===== config.mk =====
export PLATFORM = sky130hd
export DESIGN_NAME = ac97_capture_fifo
export DESIGN_NICKNAME = d
export VERILOG_FILES = /design/src/rtl/ac97_capture_fifo.sv
export SDC_FILE = /design/constraint.sdc
export NUM_CORES = 1
export LEC_CHECK = 0
export BUFFER_PORTS_ARGS = -buffer_cell sky130_fd_sc_hd__buf_2
export CORE_MARGIN = 2
export CORE_UTILIZATION = 66
export DETAILED_ROUTE_END_ITERATION = 8
export GPL_TIMING_DRIVEN = 0
export PLACE_DENSITY = 0.92
export SYNTH_ARGS = -nofsm -noshare
export SYNTH_HDL_FRONTEND = slang
export SYNTH_SLANG_ARGS = --single-unit

===== constraint.sdc =====
create_clock -name clk -period 6.7 [get_ports clk]
set_clock_uncertainty 0.05 [all_clocks]
set_input_delay 1.34 -clock clk [delete_from_list [all_inputs] [get_ports clk]]
set_output_delay 1.34 -clock clk [all_outputs]
set_load 0.005 [all_outputs]

===== src/rtl/ac97_capture_fifo.sv =====
// Stereo capture FIFO between the AC'97 datapath and the processing stage (FWFT, valid/ready).
// Optional peak metering is compiled in when AC97_FIFO_PEAK_EN is defined.
module ac97_capture_fifo #(
    parameter int DEPTH_LOG2 = 4,
    parameter int SAMPLE_W   = 18
) (
    input  logic                  clk,
    input  logic                  reset,
    input  logic                  ready_sig,
    input  logic [SAMPLE_W-1:0]   cap_left,
    input  logic [SAMPLE_W-1:0]   cap_right,
    input  logic                  flush,
    output logic [SAMPLE_W-1:0]   samp_left,
    output logic [SAMPLE_W-1:0]   samp_right,
    output logic                  samp_valid,
    input  logic                  samp_ready,
    output logic [DEPTH_LOG2:0]   fill_level,
    output logic                  overflow,
    input  logic                  ovf_clr,
    output logic [SAMPLE_W-2:0]   peak_left,
    output logic [SAMPLE_W-2:0]   peak_right,
    input  logic                  peak_clr
);
    localparam int DEPTH  = 1 << DEPTH_LOG2;
    localparam int PAIR_W = 2 * SAMPLE_W;
    localparam logic [DEPTH_LOG2-1:0] PTR_ONE    = {{(DEPTH_LOG2-1){1'b0}}, 1'b1};
    localparam logic [DEPTH_LOG2:0]   FILL_ONE   = {{DEPTH_LOG2{1'b0}}, 1'b1};
    localparam logic [DEPTH_LOG2:0]   FULL_LEVEL = {1'b1, {DEPTH_LOG2{1'b0}}};

    logic [PAIR_W-1:0]     mem [DEPTH];
    logic                  ready_q_reg;
    logic [DEPTH_LOG2-1:0] wr_ptr_reg, wr_ptr_next;
    logic [DEPTH_LOG2-1:0] rd_ptr_reg, rd_ptr_next;
    logic [DEPTH_LOG2:0]   fill_reg, fill_next;
    logic [PAIR_W-1:0]     head_reg, head_next;
    logic                  head_load;
    logic                  overflow_reg;
    logic                  wr_stb, is_full, is_empty;
    logic                  pop, wr_en, drop;
    logic [PAIR_W-1:0]     wr_pair;

    assign wr_stb   = ready_sig & ~ready_q_reg;
    assign is_full  = (fill_reg == FULL_LEVEL);
    assign is_empty = (fill_reg == '0);
    assign wr_pair  = {cap_left, cap_right};

    // A full FIFO still accepts a write when the head is popped in the same cycle.
    always_comb begin
        pop   = 1'b0;
        wr_en = 1'b0;
        drop  = 1'b0;
        if (!flush) begin
            pop   = !is_empty && samp_ready;
            wr_en = wr_stb && (!is_full || pop);
            drop  = wr_stb && is_full && !pop;
        end
    end

    always_comb begin
        wr_ptr_next = wr_ptr_reg;
        rd_ptr_next = rd_ptr_reg;
        fill_next   = fill_reg;
        if (flush) begin
            wr_ptr_next = '0;
            rd_ptr_next = '0;
            fill_next   = '0;
        end else begin
            if (wr_en) wr_ptr_next = wr_ptr_reg + PTR_ONE;
            if (pop)   rd_ptr_next = rd_ptr_reg + PTR_ONE;
            case ({wr_en, pop})
                2'b10:   fill_next = fill_reg + FILL_ONE;
                2'b01:   fill_next = fill_reg - FILL_ONE;
                default: fill_next = fill_reg;
            endcase
        end
    end

    // Head register reads the next head slot; the incoming pair is forwarded when it
    // becomes the head in the same cycle it is written. Outputs hold while empty.
    always_comb begin
        head_load = !flush && (fill_next != '0);
        if (wr_en && (wr_ptr_reg == rd_ptr_next)) begin
            head_next = wr_pair;
        end else begin
            head_next = mem[rd_ptr_next];
        end
    end

    always_ff @(posedge clk) begin
        if (wr_en) begin
            mem[wr_ptr_reg] <= wr_pair;
        end
    end

    always_ff @(posedge clk or posedge reset) begin
        if (reset) begin
            ready_q_reg  <= 1'b0;
            wr_ptr_reg   <= '0;
            rd_ptr_reg   <= '0;
            fill_reg     <= '0;
            head_reg     <= '0;
            overflow_reg <= 1'b0;
        end else begin
            ready_q_reg <= ready_sig;
            wr_ptr_reg  <= wr_ptr_next;
            rd_ptr_reg  <= rd_ptr_next;
            fill_reg    <= fill_next;
            if (head_load) begin
                head_reg <= head_next;
            end
            if (drop) begin
                overflow_reg <= 1'b1;
            end else if (ovf_clr) begin
                overflow_reg <= 1'b0;
            end
        end
    end

    assign samp_left  = head_reg[PAIR_W-1:SAMPLE_W];
    assign samp_right = head_reg[SAMPLE_W-1:0];
    assign samp_valid = !is_empty;
    assign fill_level = fill_reg;
    assign overflow   = overflow_reg;

`ifdef AC97_FIFO_PEAK_EN
    localparam logic [SAMPLE_W-1:0] SAMP_ONE = {{(SAMPLE_W-1){1'b0}}, 1'b1};

    for (genvar gi = 0; gi < 2; gi++) begin : g_peak
        logic [SAMPLE_W-1:0] sample;
        logic [SAMPLE_W-1:0] neg;
        logic [SAMPLE_W-2:0] mag;
        logic [SAMPLE_W-2:0] peak_reg;

        assign sample = (gi == 0) ? cap_left : cap_right;
        assign neg    = ~sample + SAMP_ONE;

        // Negating the most negative code overflows; it saturates to the largest magnitude.
        always_comb begin
            if (!sample[SAMPLE_W-1]) begin
                mag = sample[SAMPLE_W-2:0];
            end else if (neg[SAMPLE_W-1]) begin
                mag = '1;
            end else begin
                mag = neg[SAMPLE_W-2:0];
            end
        end

        always_ff @(posedge clk or posedge reset) begin
            if (reset) begin
                peak_reg <= '0;
            end else if (peak_clr) begin
                peak_reg <= wr_en ? mag : '0;
            end else if (wr_en && (mag > peak_reg)) begin
                peak_reg <= mag;
            end
        end
    end

    assign peak_left  = g_peak[0].peak_reg;
    assign peak_right = g_peak[1].peak_reg;
`else
    logic unused_peak_clr;
    assign unused_peak_clr = peak_clr;
    assign peak_left       = '0;
    assign peak_right      = '0;
`endif

endmodule


==> impl_metrics.tcl <==
set metrics [dict create \
    syn_area_per_cell_sq_um 14.5 \
    die_h_um 200 \
    finalWeightedCongestion 0.837 \
    p_int_uw 6520 \
    cts-htree-levels 2 \
    cts_tree "built" \
    ys_ff_latch 627 \
    hold_ws_ns 0.477 \
    ctsHoldBuffers 0 \
    synth_enable_flop_cells 576 \
    drive_above_1_share_pct 17.0 \
    largest_reg_flops 576 \
    netlist_instances 1745 \
    multi_input_area_sq_um 5910 \
    synth_top_family_by_area "compound AO/OA/AOI/OAI gates" \
    finalSetupTns_ns 0 \
    finalSetupViolCount 0 \
    p_sw_share_pct 23.2 \
    grt_max_degree 31 \
    slew_violations 0 \
    async_flop_share_pct 8.13 \
    synthAdderAreaFrac_pct 0.396 \
    grt_usage_pct 37.3 \
    power.leakage_uw 0.00978 \
    die-area_sq_um 39900 \
    rsz0062_at_grt "false" \
    dpl_cell_area_sq_um 26900 \
    arrival_ns 5.81 \
    via_per_inst 7.04 \
    cp_max_fo 10 \
    ant_nets 0 \
    place_ws_ns 0.882 \
    grt_pass1_wl_mm 107 \
    slew_headroom_pct 6.53 \
    clockBufferDepth 3 \
    seqPwrFrac_pct 52.9 \
    clkTransAtPathRegs_ns 0.07 \
    fillers 1992 \
    dr.pass1.iters 7 \
    die-width_um 200 \
    ioPinCount 120 \
    port_buffers 83 \
    ys_seq_area_share_pct 73.5 \
    seqCellArea_sq_um 18600 \
    grt-ovfl-total 0 \
    synth-simple-area-share_pct 9.26 \
    first_global_vias 17600 \
    synth-xor-area-share_pct 0.570 \
    cp-end-kind "flop" \
    hpwl_mm 44.2 \
    yosysUniqueCellTypes 59 \
    period_needed_ns 5.44 \
    path_class "in -> reg" \
    finish.net_count 1988 \
    start_kind "primary input" \
    cap_violations 0 \
    fin_area_sq_um 28800 \
    cts_setup_buffers 0 \
    coreArea_sq_um 37700 \
    route.detailed.drc 0 \
    synthMuxAreaShare_pct 3.02 \
    antenna_found_initial 1 \
    row_count 71 \
    powerDensity_nw_per_um2 295 \
    clockPowerShare_pct 39.6 \
    worstPathRequired_ns 7.07 \
    insertion_delay_ns 0.63 \
    ys.flop_type "edfxtp_1" \
    fmax_ghz 0.184 \
    finalCritPeriodShare_pct 81.2 \
    diodes 0 \
    avgRoutedWirePerCell_um 29.3 \
    utilization_pct 76.5 \
    cts_sinks 627 \
    area_growth_pct 14.0 \
    cts_buffers 57 \
    synthesis.area_sq_um 25300 \
    cts_root_buf "clkbuf_16" \
    yosysWarnings 0 \
    drt_iter0_markers 3133 \
    p_sw_uw 1970 \
    initial_core_util_pct 67.1 \
    cts-resized-gates 0 \
    tightest_slew_ns 1.40 \
    synth_compound_area_share_pct 9.57 \
    vias 17600 \
    vdd_ir_drop_max_uv 259 \
    status "complete, no violations" \
    hold_class "reg -> reg" \
    finalWirelength_mm 73.2 \
    hold_viol 0 \
    setup_ws_ns 1.26 \
    comb_power_share_pct 7.5 \
]
## critical path, stage by stage
cell and delay, ns:
buf_2 0.15, inv_1 0.14, nand2b_1 0.09, nor2_1 0.35, inv_1 0.16, ha_1 0.23
buf_2 0.17, xor2_1 0.17, ha_1 0.17, a21oi_1 0.26, xor2_1 0.14, or3_2 0.44
a41o_1 0.24, o211ai_2 0.35, or2_2 0.25, buf_4 0.22, clkbuf_1 0.62, a31oi_1 0.29
## cells in the mapped netlist, types with 3 or more instances
cell type | n | area, sq um
a21oi_1 | 79 | 395
a21oi_2 | 3 | 26.3
a31oi_1 | 36 | 225
a32oi_1 | 125 | 1090
a32oi_2 | 19 | 309
and2_1 | 16 | 100
buf_2 | 43 | 215
buf_4 | 41 | 308
buf_6 | 8 | 90.1
clkbuf_1 | 53 | 199
dfrtp_1 | 51 | 1280
edfxtp_1 | 576 | 17300
ha_1 | 8 | 100
inv_1 | 9 | 33.8
mux2i_1 | 75 | 751
nand2_1 | 299 | 1120
nand2b_1 | 4 | 25.0
nand3_1 | 41 | 205
nand4_1 | 40 | 250
nor2_1 | 85 | 319
nor3_1 | 40 | 200
o21ai_0 | 41 | 205
xnor2_1 | 4 | 35.0
xor2_1 | 8 | 70.1
## per-layer routing
layer  global-route usage [%]  vias to the layer above  share of wire, %
met1                     46.9                     8343                32
met2                     58.8                     1837                47
li1                         -                     7006                 -
met3                     11.0                      398                16
met4                     20.8                        0               5.9
met5                        0                        -                 0
## power groups by stage
stage                     Sequential (uW)  Clock, uW  Combinational [uW]
after floorplan                      4540          0                 291
after global placement               4560          0                 558
after detailed placement             4570          0                 601
after CTS                            4490       3330                 618
after global routing                 4500       3480                 680
final                                4490       3370                 634
## final cells by class
cell class	count	area share, %
clock inverter	38	1.34
tap	511	2.22
sequential	627	64.5
timing repair buffer	100	2.94
buffer	152	3.06
inverter	10	0.130
clock buffer	70	5.30
multi-input combinational	989	20.5
## metrics by stage
stage,power [uW],instances
after floorplan,4830,1778
after global placement,5120,2372
after CTS,8440,2497
after detailed placement,5170,2389
after global routing,8660,2497
final,8490,2497
## cells by family (layout without fill, tap and decap cells)
| family | Yosys count | in the layout |
|---|---|---|
| flops | 627 | 627 |
| simple gates | 538 | 538 |
| compound gates | 319 | 319 |
| buf+inv | 162 | 370 |
| mux | 76 | 76 |
| xor+xnor | 14 | 14 |
| fa+ha+maj | 8 | 8 |
| other cells | 1 | 34 |
## worst paths after layout
path / from / to / slack (ns) / cells past startpoint
worst max register to register: fill_level[2] / head_reg[12] / 1.28 / 17
min in group asynchronous: reset / head_reg[26] / 0.77 / 2
max in group asynchronous: reset / head_reg[7] / 5.16 / 3
worst min register to register: overflow / overflow / 0.48 / 2
worst min-delay path: overflow / overflow / 0.48 / 2
worst max-delay path: flush / head_reg[12] / 1.26 / 18
## cell usage in the layout, fill, tap and decap left out, types with 3 or more instances in the layout
cell	netlist	layout
bufinv_16	0	7
clkbuf_1	53	61
xnor2_1	4	4
clkbuf_16	0	57
buf_6	8	8
xor2_1	8	8
o21ai_0	41	41
dfrtp_1	51	51
a32oi_1	125	125
mux2i_1	75	75
buf_4	41	41
buf_12	0	5
a21oi_1	79	79
clkinvlp_4	0	3
nor3_1	40	40
clkbuf_8	1	6
inv_1	9	8
ha_1	8	8
nand2b_1	4	4
nand3_1	41	41
buf_2	43	126
clkinv_2	0	15
conb_1	1	34
buf_16	0	12
clkinv_1	0	10
edfxtp_1	576	576
nor2_1	85	85
nand2_1	299	299
a31oi_1	36	36
and2_2	0	16
a21oi_2	3	3
nand4_1	40	40
a32oi_2	19	19
(Power assumes the default switching activity.)
